===== src/rtl/serial_word_collector.sv =====
// ---------------------------------------------------------------------------
// serial_word_collector
//
// Receiving end of the gated-pulse serial bus. Bit-time pulses arrive LSB
// first, one per bit_strobe, and are assembled into a WIDTH-bit word. The
// first bit of a word is marked by sync. Completed words go to a
// valid/ack-handshaked output register. Because the shift register is
// separate from that output register, the next word can assemble while the
// previous one waits for ack.
//
// Optional feature (compile-time macro PARITY_CHECK_EN):
//   When defined, one odd-parity bit time follows the WIDTH data bits. That
//   bit is checked but is not stored in word. parity_err reports the result.
//   When undefined, parity_err is tied to 0.
//
// Parameters:
//   WIDTH  data bits per word (2..31)
//   IV     reset value of the word output register
//
// Ports:
//   clk         system clock, rising edge
//   rst         asynchronous active-high reset
//   bit_strobe  one-cycle bit-time strobe; pulse and sync are sampled only
//               when it is high
//   pulse       serial data bit (1 = pulse present)
//   sync        marks the current strobe as bit 0 of a new word
//   ack         consumer accepts word; clears valid
//   word        last completed word; bit 0 is the first bit received
//   valid       word holds an unconsumed completed word
//   parity_err  parity result for the word currently in word
//   overrun     sticky: a completed word was dropped while valid was set
//   frame_err   sticky: sync arrived in the middle of a word
//   bit_count   number of bits collected in the current word
// ---------------------------------------------------------------------------
module serial_word_collector #(
    parameter int          WIDTH = 26,
    parameter int unsigned IV    = 0
) (
    input  logic             clk,
    input  logic             rst,
    input  logic             bit_strobe,
    input  logic             pulse,
    input  logic             sync,
    input  logic             ack,
    output logic [WIDTH-1:0] word,
    output logic             valid,
    output logic             parity_err,
    output logic             overrun,
    output logic             frame_err,
    output logic [4:0]       bit_count
);

`ifdef PARITY_CHECK_EN
    // N bit times per word. The shift register holds all WIDTH data bits.
    // The parity bit is consumed directly from pulse on the final strobe.
    localparam int N    = WIDTH + 1;
    localparam int SR_W = WIDTH;
`else
    // The final data bit is taken straight from pulse on the completing
    // strobe, so only WIDTH-1 bits need to be held.
    localparam int N    = WIDTH;
    localparam int SR_W = WIDTH - 1;
`endif

    localparam logic [WIDTH-1:0] IV_W     = WIDTH'(IV);
    localparam logic [4:0]       LAST_CNT = 5'(N - 1);

    typedef enum logic {
        IDLE  = 1'b0,
        SHIFT = 1'b1
    } state_t;

    state_t            state, state_n;
    logic [SR_W-1:0]   sr, sr_n;
    logic [4:0]        cnt, cnt_n;
    logic [WIDTH-1:0]  word_q, word_n;
    logic              valid_q, valid_n;
    logic              ovr_q, ovr_n;
    logic              ferr_q, ferr_n;

    // Value of sr after the current strobe, and the value it takes when
    // this strobe is bit 0 of a word. New bits enter at the top, so after
    // SR_W strobes the first bit has reached position 0.
    logic [SR_W-1:0]   sr_shifted;
    logic [SR_W-1:0]   sr_first;

    // Word completion for the current cycle
    logic              done;
    logic [WIDTH-1:0]  new_word;

`ifdef PARITY_CHECK_EN
    logic              perr_q, perr_n;
    logic              new_perr;
`endif

    assign sr_shifted = (sr >> 1) | (SR_W'(pulse) << (SR_W - 1));
    assign sr_first   = SR_W'(pulse) << (SR_W - 1);

    // ---------------------------------------------------------------------
    // Registers
    // ---------------------------------------------------------------------
    always_ff @(posedge clk or posedge rst) begin
        if (rst) begin
            state   <= IDLE;
            sr      <= '0;
            cnt     <= '0;
            word_q  <= IV_W;
            valid_q <= 1'b0;
            ovr_q   <= 1'b0;
            ferr_q  <= 1'b0;
        end else begin
            state   <= state_n;
            sr      <= sr_n;
            cnt     <= cnt_n;
            word_q  <= word_n;
            valid_q <= valid_n;
            ovr_q   <= ovr_n;
            ferr_q  <= ferr_n;
        end
    end

`ifdef PARITY_CHECK_EN
    always_ff @(posedge clk or posedge rst) begin
        if (rst) perr_q <= 1'b0;
        else     perr_q <= perr_n;
    end
`endif

    // ---------------------------------------------------------------------
    // Next-state logic: collection FSM plus the output handshake
    // ---------------------------------------------------------------------
    always_comb begin
        state_n  = state;
        sr_n     = sr;
        cnt_n    = cnt;
        word_n   = word_q;
        valid_n  = valid_q;
        ovr_n    = ovr_q;
        ferr_n   = ferr_q;
        done     = 1'b0;
`ifdef PARITY_CHECK_EN
        perr_n   = perr_q;
        new_perr = ~((^sr) ^ pulse);
        new_word = sr;
`else
        new_word = {pulse, sr};
`endif

        case (state)
            IDLE: begin
                // Strobes without sync are ignored while idle
                if (bit_strobe && sync) begin
                    sr_n    = sr_first;
                    cnt_n   = 5'd1;
                    state_n = SHIFT;
                end
            end
            SHIFT: begin
                if (bit_strobe) begin
                    if (sync) begin
                        // A sync in mid-word aborts the partial word.
                        // This strobe becomes bit 0 of a fresh word.
                        sr_n   = sr_first;
                        cnt_n  = 5'd1;
                        ferr_n = 1'b1;
                    end else if (cnt == LAST_CNT) begin
                        done    = 1'b1;
                        cnt_n   = '0;
                        state_n = IDLE;
                    end else begin
                        sr_n  = sr_shifted;
                        cnt_n = cnt + 5'd1;
                    end
                end
            end
            default: begin
                state_n = IDLE;
                cnt_n   = '0;
            end
        endcase

        // Output register. An ack in the same cycle as a completion frees
        // the slot, so the new word is loaded and valid stays set.
        if (done) begin
            if (!valid_q || ack) begin
                word_n  = new_word;
                valid_n = 1'b1;
`ifdef PARITY_CHECK_EN
                perr_n  = new_perr;
`endif
            end else begin
                ovr_n = 1'b1;
            end
        end else if (ack && valid_q) begin
            valid_n = 1'b0;
        end
    end

    assign word      = word_q;
    assign valid     = valid_q;
    assign overrun   = ovr_q;
    assign frame_err = ferr_q;
    assign bit_count = cnt;
`ifdef PARITY_CHECK_EN
    assign parity_err = perr_q;
`else
    assign parity_err = 1'b0;
`endif

endmodule


===== config.mk =====
export PLATFORM = sky130hd
export DESIGN_NAME = serial_word_collector
export DESIGN_NICKNAME = d
export VERILOG_FILES = /design/src/rtl/serial_word_collector.sv
export SDC_FILE = /design/constraint.sdc
export NUM_CORES = 1
export LEC_CHECK = 0
export BUFFER_PORTS_ARGS = -buffer_cell sky130_fd_sc_hd__buf_2
export CAP_MARGIN = 40
export CORE_AREA = 2 2 70 72
export DETAILED_ROUTE_END_ITERATION = 16
export DIE_AREA = 0 0 72 74
export GPL_TIMING_DRIVEN = 1
export MAX_ROUTING_LAYER = met4
export PLACE_DENSITY = 0.82
export SYNTH_ARGS = -nofsm -noshare
export SYNTH_HDL_FRONTEND = slang
export SYNTH_SLANG_ARGS = --single-unit

===== constraint.sdc =====
create_clock -name clk -period 4.35 [get_ports clk]
set_input_delay 1.0875 -clock clk [delete_from_list [all_inputs] [get_ports clk]]
set_output_delay 1.0875 -clock clk [all_outputs]
set_load 0.05 [all_outputs]

==> impl_metrics.yaml, run 1 <==
status:
  outcome: "finished clean"
timing:
  fmax_mhz: 380
  setup-tns-final_ns: 0
  period_needed_ns: 2.63
  worst_pin_slew_ns: 0.895
  clock_skew_ns: 0.00560
  grt_setup_unrepaired: "no"
  fin_ws_ns: 1.72
  hold_violations: 0
  max_slew_margin: 0.402
  setup_viol: 0
  finalMaxSlewViolations: 0
  timing.final.crit_share: 0.605
worst_setup_path:
  start_kind: "input port"
  cp.required_ns: 4.56
  path_class: "in -> reg"
  worstSetupEndpointType: "flop"
  cp_data_arrival_time_ns: 2.84
  crit_fanout: 15
drt:
  ant_nets: 0
  met2_length_um: 2470
  vias: 1833
  wirelength_um: 4890
  drt_iter0_drc: 118
  wire_per_inst_um: 16.0
  routed.top_layer: "met4"
  wl_met3_um: 212
  firstDrtPassIters: 4
  drc: 0
  met1_length_um: 2170
  vias_per_cell: 6.01
global_route:
  grt_usage: 0.208
  grt_max_degree: 39
  grt.overflow.total: 0
  grt_pass1_vias: 1792
  antenna_found_initial: 0
  grt_pass1_wl_um: 8090
synth:
  syn_area_um2: 2660
  syn_area_per_cell_um2: 12.8
  synthCells: 208
  synth_top_flop_cell: "dfrtp_1"
  seq_area_frac_synth: 0.565
  synth-seq-cells: 60
  async_reset_ff_frac: 1.00
  syn_nets: 216
  synth_warnings: 0
  synth-edff-count: 0
  synth.distinct_cells: 38
power:
  p_per_area_nw_per_um2: 418
  leakagePower_nw: 1.83
  peakVddDrop_mv: 0.257
floorplanning:
  die_w_um: 72
  io_pins: 41
  dieArea_um2: 5330
  row_count: 25
  core_um2: 4600
  die_h_um: 74
  initial_core_util: 0.578
clocking:
  post_cts_buffers: 0
  clock_latency_ns: 0.33
  numCtsBuffers: 9
  cts_hold_buffers: 0
  cts.clk_slew.worst_paths_ns: 0.06
  cts_max_level: 3
  clock_sinks: 60
  cts_tree: "yes"
  clockBufferDepth: 2
  ctsRootBufferMaster: "clkbuf_8"
  cts-resized-gates: 0
layout:
  drive_gt1_frac: 0.347
  nets: 254
  fillCellCount: 325
  synthToLayoutAreaGrowth_pct: 16.6
  insertedDiodeCount: 0
  final_area_um2: 3100
place:
  gp_congestion: 0.816
  io_buffers: 39
  dp_hpwl_um: 3250
  dp_slack_ns: 1.38
  postPlaceCellArea_um2: 2860
min_path:
  worst_hold_path_type: "reg -> reg"
job:
  maxCapViolCount: 0
-- synthesized netlist by cell type (3+ instances only) --
master    count  share of area
nand2_1      24          0.034
buf_2         4         0.0075
o211a_1      14          0.053
inv_1         5         0.0071
clkbuf_1      8          0.011
o21ai_0       4         0.0075
a221o_1      14          0.053
o221ai_1      9          0.030
a21o_1        3         0.0085
nor2b_1       4         0.0094
mux2_2       25           0.11
dfrtp_1      60           0.56
-- cell type report --
class	instances	area, um2	area share
Clock buffer	13	169	0.0545
Sequential cell	60	1500	0.484
Inverter	6	22.5	0.00727
Tap cell	54	67.6	0.0218
Timing Repair Buffer	42	218	0.0702
Clock inverter	3	67.6	0.0218
Multi-Input combinational cell	127	1050	0.340
-- worst max-delay path, stage by stage --
cell     delay [ns]
buf_2          0.16
nand2_1        0.18
nor4_4         0.69
buf_4          0.35
mux2_2         0.36
-- worst paths after layout --
path	endpoint	startpoint	depth (start not counted)	slack (ns)
setup reg to reg	word[1]	bit_count[1]	6	1.84
setup / recovery	word[1]	bit_strobe	5	1.72
hold reg to reg	overrun	overrun	1	0.45
min in group asynchronous	word[6]	rst	2	0.89
max in group asynchronous	bit_count[4]	rst	3	2.67
hold / removal	overrun	overrun	1	0.45
-- logic make-up (layout without fill, tap and decap cells) --
family	after synthesis	in the layout	synth area share
buffers and inverters	21	64	0.0386
adders and majority gates	2	2	0.00941
and+or+nand+nor	43	43	0.0918
other	1	1	0.00141
muxes	26	26	0.110
AOI/OAI and AO/OA	55	55	0.184
DFF	60	60	0.565
-- placed cells by master (no fill, tap or decap), types with 2 or more instances in the layout --
master,count
dfrtp_1,60
buf_2,39
mux2_2,25
nand2_1,24
o211a_1,14
a221o_1,14
clkbuf_8,12
o221ai_1,9
inv_1,4
nor2b_1,4
o21ai_0,4
a21o_1,3
buf_4,3
nor3_1,2
inv_2,2
o211ai_1,2
and3_1,2
nor4b_1,2
a311o_1,2
o22ai_1,2
ha_1,2
bufinv_16,2
-- per-stage QoR --
stage	instances	hold WS, ns	power (mW)	utilization
3_3_place_gp	289	0.433	0.727	0.623
5_1_grt	305	0.480	1.35	0.674
3_5_place_dp	289	0.439	0.730	0.623
4_1_cts	305	0.455	1.31	0.674
6_report	305	0.448	1.29	0.674
2_1_floorplan	208	0.473	0.699	-
-- power by group --
group | switching (mW) | internal, mW
Clock | 0.206 | 0.370
Sequential | 0.0219 | 0.573
Combinational | 0.0890 | 0.0346
-- flip-flops by register name, indices dropped and copies added (netlist names) --
name       flops
state          1
frame_err      1
word          26
sr            25
overrun        1
valid          1
bit_count      5
-- metal layers --
layer / up-vias / track usage
met2: 42 / 0.333
met5: - / -
met3: 6 / 0.0610
li1: 869 / -
met4: 0 / 0.0818
met1: 916 / 0.250
Note: power is estimated with default switching activity, not from simulation.
==> inputs of run 2 (changes only) <==
- CORE_AREA: 2 2 70 72 -> 2 2 72 74
- DIE_AREA: 0 0 72 74 -> 0 0 74 76
- PLACE_DENSITY: 0.82 -> 0.78
- clock period: 4.35 -> 2.63 ns (I/O delays scaled with it)
==> run 2 against run 1 <==
Compared with the run above: clock power increased by 68%; first-iteration DRC count down 37%; sequential cell count unchanged; combinational power rose by 68%; setup slack got worse by 1.2 ns; die area grew 5.6%; hold slack got worse by 0.067 ns.
==> impl_metrics.yaml, run 2 (synthesized netlist as in run 1, its figures left out) <==
timing:
  grt_setup_unrepaired: "no"
  max_slew_margin: 0.412
  period_needed_ns: 2.14
  finalMaxSlewViolations: 0
  clock_skew_ns: 0.00693
  fmax_mhz: 468
  worst_pin_slew_ns: 0.881
  setup_viol: 0
  setup-tns-final_ns: 0
  hold_violations: 0
  timing.final.crit_share: 0.812
global_route:
  grt_pass1_wl_um: 8720
  grt.overflow.total: 0
  grt_usage: 0.208
  grt_pass1_vias: 1858
  grt_max_degree: 34
  antenna_found_initial: 0
worst_setup_path:
  rrSetupSlack_ns: 0.49
  cp.required_ns: 2.85
  rr_worst_depth: 6
  start_kind: "flop"
  crit_end: "sr[1]"
  timing.critical_path.from: "bit_count[1]"
  crit_slowest_cell: "and4b_1"
  r2r-end: "sr[1]"
  path_cells: "inv_1, ha_1, and4b_1, nor3_1, buf_4, a221o_1"
  path_class: "reg -> reg"
  worstSetupEndpointType: "flop"
  crit_fanout: 20
  cp_data_arrival_time_ns: 2.35
  r2r-start: "bit_count[1]"
  cp_slowest_stage_delay_ns: 0.67
layout:
  final_cell_mix: "dfrtp_1 (60), buf_2 (39), mux2_2 (25)"
  largest_reg_flops: 26
  insertedDiodeCount: 0
  drive_gt1_frac: 0.353
  nets: 255
  synthToLayoutAreaGrowth_pct: 18.1
  fillCellCount: 387
  layout_commonest_cell: "dfrtp_1"
clocking:
  numCtsBuffers: 9
  ctsRootBufferMaster: "clkbuf_8"
  clock_sinks: 60
  cts_hold_buffers: 0
  clockBufferDepth: 2
  cts-resized-gates: 0
  cts_max_level: 3
  clock_latency_ns: 0.34
  post_cts_buffers: 0
  cts.clk_slew.worst_paths_ns: 0.07
  cts_tree: "yes"
floorplanning:
  dieArea_um2: 5620
  core_um2: 4910
  row_count: 26
  die_h_um: 76
  io_pins: 41
  die_w_um: 74
  initial_core_util: 0.541
drt:
  vias: 1874
  drt_iter0_drc: 74
  drc: 0
  wire_per_inst_um: 15.8
  vias_per_cell: 5.82
  ant_nets: 0
  wirelength_um: 5080
  firstDrtPassIters: 5
power:
  peakVddDrop_mv: 0.592
  p_per_area_nw_per_um2: 689
  leakagePower_nw: 1.84
  finalPower_mw: 2.16
status:
  outcome: "finished clean"
place:
  dp_hpwl_um: 3250
  gp_congestion: 0.810
  io_buffers: 39
job:
  maxCapViolCount: 0
min_path:
  worst_hold_path_type: "in -> async"
## run 2: cell count changes in the layout (fill, tap and decap cells not counted), sizes merged
cell / previous run / this run
clkinv: 0 / 2
buf: 42 / 43
clkbuf: 13 / 12
clkinvlp: 1 / 0
## run 2: critical path, delay by kind of cell (launching register included)
kind	cells	cell delay, ns
and+or+nand+nor	2	0.78
AOI/OAI and AO/OA	1	0.31
adders and majority gates	1	0.21
DFF	1	0.40
buffers and inverters	2	0.32
## run 2: cell type report
cell class | instances | area (um2) | share of cell area
Clock buffer | 12 | 165 | 0.0526
Clock inverter | 4 | 70.1 | 0.0223
Inverter | 6 | 22.5 | 0.00718
Multi-Input combinational cell | 127 | 1050 | 0.336
Sequential cell | 60 | 1500 | 0.478
Tap cell | 70 | 87.6 | 0.0279
Timing Repair Buffer | 43 | 238 | 0.0758
## run 2: per-layer routing
layer	share of wire	track usage	wire length, um
met5	0	-	0
met3	0.051	0.0648	260
met1	0.47	0.268	2380
met2	0.47	0.305	2380
met4	0.010	0.0818	51
## run 2: report_power, final
| group | switching [mW] | internal [mW] |
|---|---|---|
| Clock | 0.361 | 0.608 |
| Combinational | 0.149 | 0.0589 |
| Sequential | 0.0388 | 0.947 |
## run 2: worst min path at each step
stage	endpoint	slack, ns	depth (start not counted)	start
finish	bit_count[2]	0.38	2	rst
global route	overrun	0.43	2	rst
CTS	overrun	0.40	2	rst
detailed placement	overrun	0.44	1	overrun
global placement	overrun	0.43	1	overrun
floorplan	sr[17]	0.47	2	sr[17]
## run 2: stage by stage
| step | utilization | setup slack, ns | instance area (um2) | hold WS, ns | cells |
|---|---|---|---|---|---|
| after floorplan | - | 0.337 | 2660 | 0.473 | 208 |
| after global placement | 0.591 | 0.589 | 2900 | 0.432 | 306 |
| after detailed placement | 0.591 | 0.526 | 2900 | 0.439 | 306 |
| after CTS | 0.639 | 0.510 | 3140 | 0.400 | 322 |
| after global routing | 0.639 | 0.336 | 3140 | 0.429 | 322 |
| final | 0.639 | 0.494 | 3140 | 0.381 | 322 |
==> inputs of run 3 (changes only) <==
- clock period: 2.63 -> 2.2 ns (I/O delays scaled with it)
==> run 3 against run 2 <==
Compared with the run above: combinational power rose by 21%; fmax rose by 7.3%; total power rose by 14%; register-to-register slack got worse by 0.28 ns; core utilization did not move; setup slack got worse by 0.28 ns; critical endpoint is now word[15].
==> impl_metrics.yaml, run 3 (synthesized netlist as in run 1, its figures left out) <==
worst_setup_path:
  crit_fanout: 9
  cp_data_arrival_time_ns: 2.21
  start_kind: "flop"
  path_cells: "inv_1, ha_1, nand4b_4, nor4_4, buf_4, mux2_2"
  rrSetupSlack_ns: 0.21
  cp.required_ns: 2.42
  r2r-start: "bit_count[1]"
  crit_slowest_cell: "dfrtp_2"
  cp_slowest_stage_delay_ns: 0.41
  timing.critical_path.from: "bit_count[1]"
  path_class: "reg -> reg"
  worstSetupEndpointType: "flop"
  rr_worst_depth: 6
  r2r-end: "word[15]"
clocking:
  cts-resized-gates: 0
  clockBufferDepth: 2
  cts_max_level: 3
  post_cts_buffers: 0
  clock_latency_ns: 0.34
  numCtsBuffers: 9
  cts.clk_slew.worst_paths_ns: 0.06
  ctsRootBufferMaster: "clkbuf_8"
  cts_tree: "yes"
  clock_sinks: 60
  cts_hold_buffers: 0
layout:
  regArea_um2: 1500
  synthToLayoutAreaGrowth_pct: 18.1
  drive_gt1_frac: 0.361
  insertedDiodeCount: 0
  nets: 259
  multi_input_area_um2: 1050
  largest_reg_flops: 26
  fillCellCount: 385
  layout_commonest_cell: "dfrtp_1"
  final_cell_mix: "dfrtp_1 (58), buf_2 (39), mux2_2 (25)"
job:
  maxCapViolCount: 0
global_route:
  grt_usage: 0.210
  grt_pass1_wl_um: 8720
  grt.overflow.total: 0
  grt_max_degree: 38
  grt_pass1_vias: 1798
  antenna_found_initial: 0
timing:
  hold_violations: 0
  max_slew_margin: 0.410
  period_needed_ns: 1.99
  setup-tns-final_ns: 0
  grt_setup_unrepaired: "no"
  finalMaxSlewViolations: 0
  worst_pin_slew_ns: 0.884
  clock_skew_ns: 0.00795
  setup_viol: 0
  fmax_mhz: 502
  timing.final.crit_share: 0.905
power:
  leakagePower_nw: 1.84
  finalPower_mw: 2.46
  p_per_area_nw_per_um2: 783
  peakVddDrop_mv: 0.539
drt:
  vias: 1878
  ant_nets: 0
  drt_iter0_drc: 147
  wirelength_um: 5110
  wire_per_inst_um: 15.7
  firstDrtPassIters: 5
  drc: 0
  vias_per_cell: 5.78
place:
  gp_congestion: 0.784
  io_buffers: 39
  dp_hpwl_um: 3240
min_path:
  worst_hold_path_type: "in -> async"
floorplanning:
  die_h_um: 76
  row_count: 26
  die_w_um: 74
  io_pins: 41
  dieArea_um2: 5620
  initial_core_util: 0.541
  core_um2: 4910
status:
  outcome: "finished clean"
==> run 3: cell types whose count changed in the layout (fill, tap and decap cells not counted) <==
cell / previous run / this run
dfrtp_1: 60 / 58
dfrtp_2: 0 / 2
clkinv_2: 2 / 0
clkbuf_1: 0 / 2
bufinv_16: 2 / 1
buf_4: 3 / 7
==> run 3: routing by layer <==
metal,vias up,global-route usage,wire [um]
li1,874,-,-
met1,945,0.281,2350
met2,50,0.296,2450
met3,9,0.0489,228
met4,0,0.113,79
met5,-,-,0
==> run 3: layout make-up <==
cell class | instances | area share
timing repair buffer | 47 | 0.0853
tap | 70 | 0.0279
clock inverter | 1 | 0.00957
clock buffer | 14 | 0.0550
inverter | 6 | 0.00718
multi-input combinational | 127 | 0.336
sequential | 60 | 0.479
==> run 3: through the flow <==
step | util | instance area (um2) | setup WS (ns) | hold slack (ns) | std cells
final | 0.639 | 3140 | 0.209 | 0.250 | 325
after global routing | 0.639 | 3140 | 0.0917 | 0.276 | 325
after CTS | 0.639 | 3140 | 0.202 | 0.256 | 325
after detailed placement | 0.598 | 2940 | 0.231 | 0.441 | 310
after global placement | 0.598 | 2940 | 0.262 | 0.434 | 310
after floorplan | - | 2660 | 0.00472 | 0.473 | 208
==> run 3: worst max-delay path by stage <==
stage               slack (ns)        to
detailed placement        0.23  word[12]
global placement          0.26  word[21]
floorplan                0.005  word[10]
finish                    0.21  word[15]
CTS                       0.20  word[15]
global route              0.09  word[15]
==> run 3: critical path: cells and delay by family, from the launching register on <==
kind,cells,cell delay (ns)
simple gates,2,0.58
flops,1,0.41
mux,1,0.34
buf+inv,2,0.32
fa+ha+maj,1,0.21
==> run 3: where the power goes <==
| group | internal (mW) | switching [mW] |
|---|---|---|
| Combinational | 0.0710 | 0.180 |
| Clock | 0.611 | 0.416 |
| Sequential | 1.13 | 0.0453 |
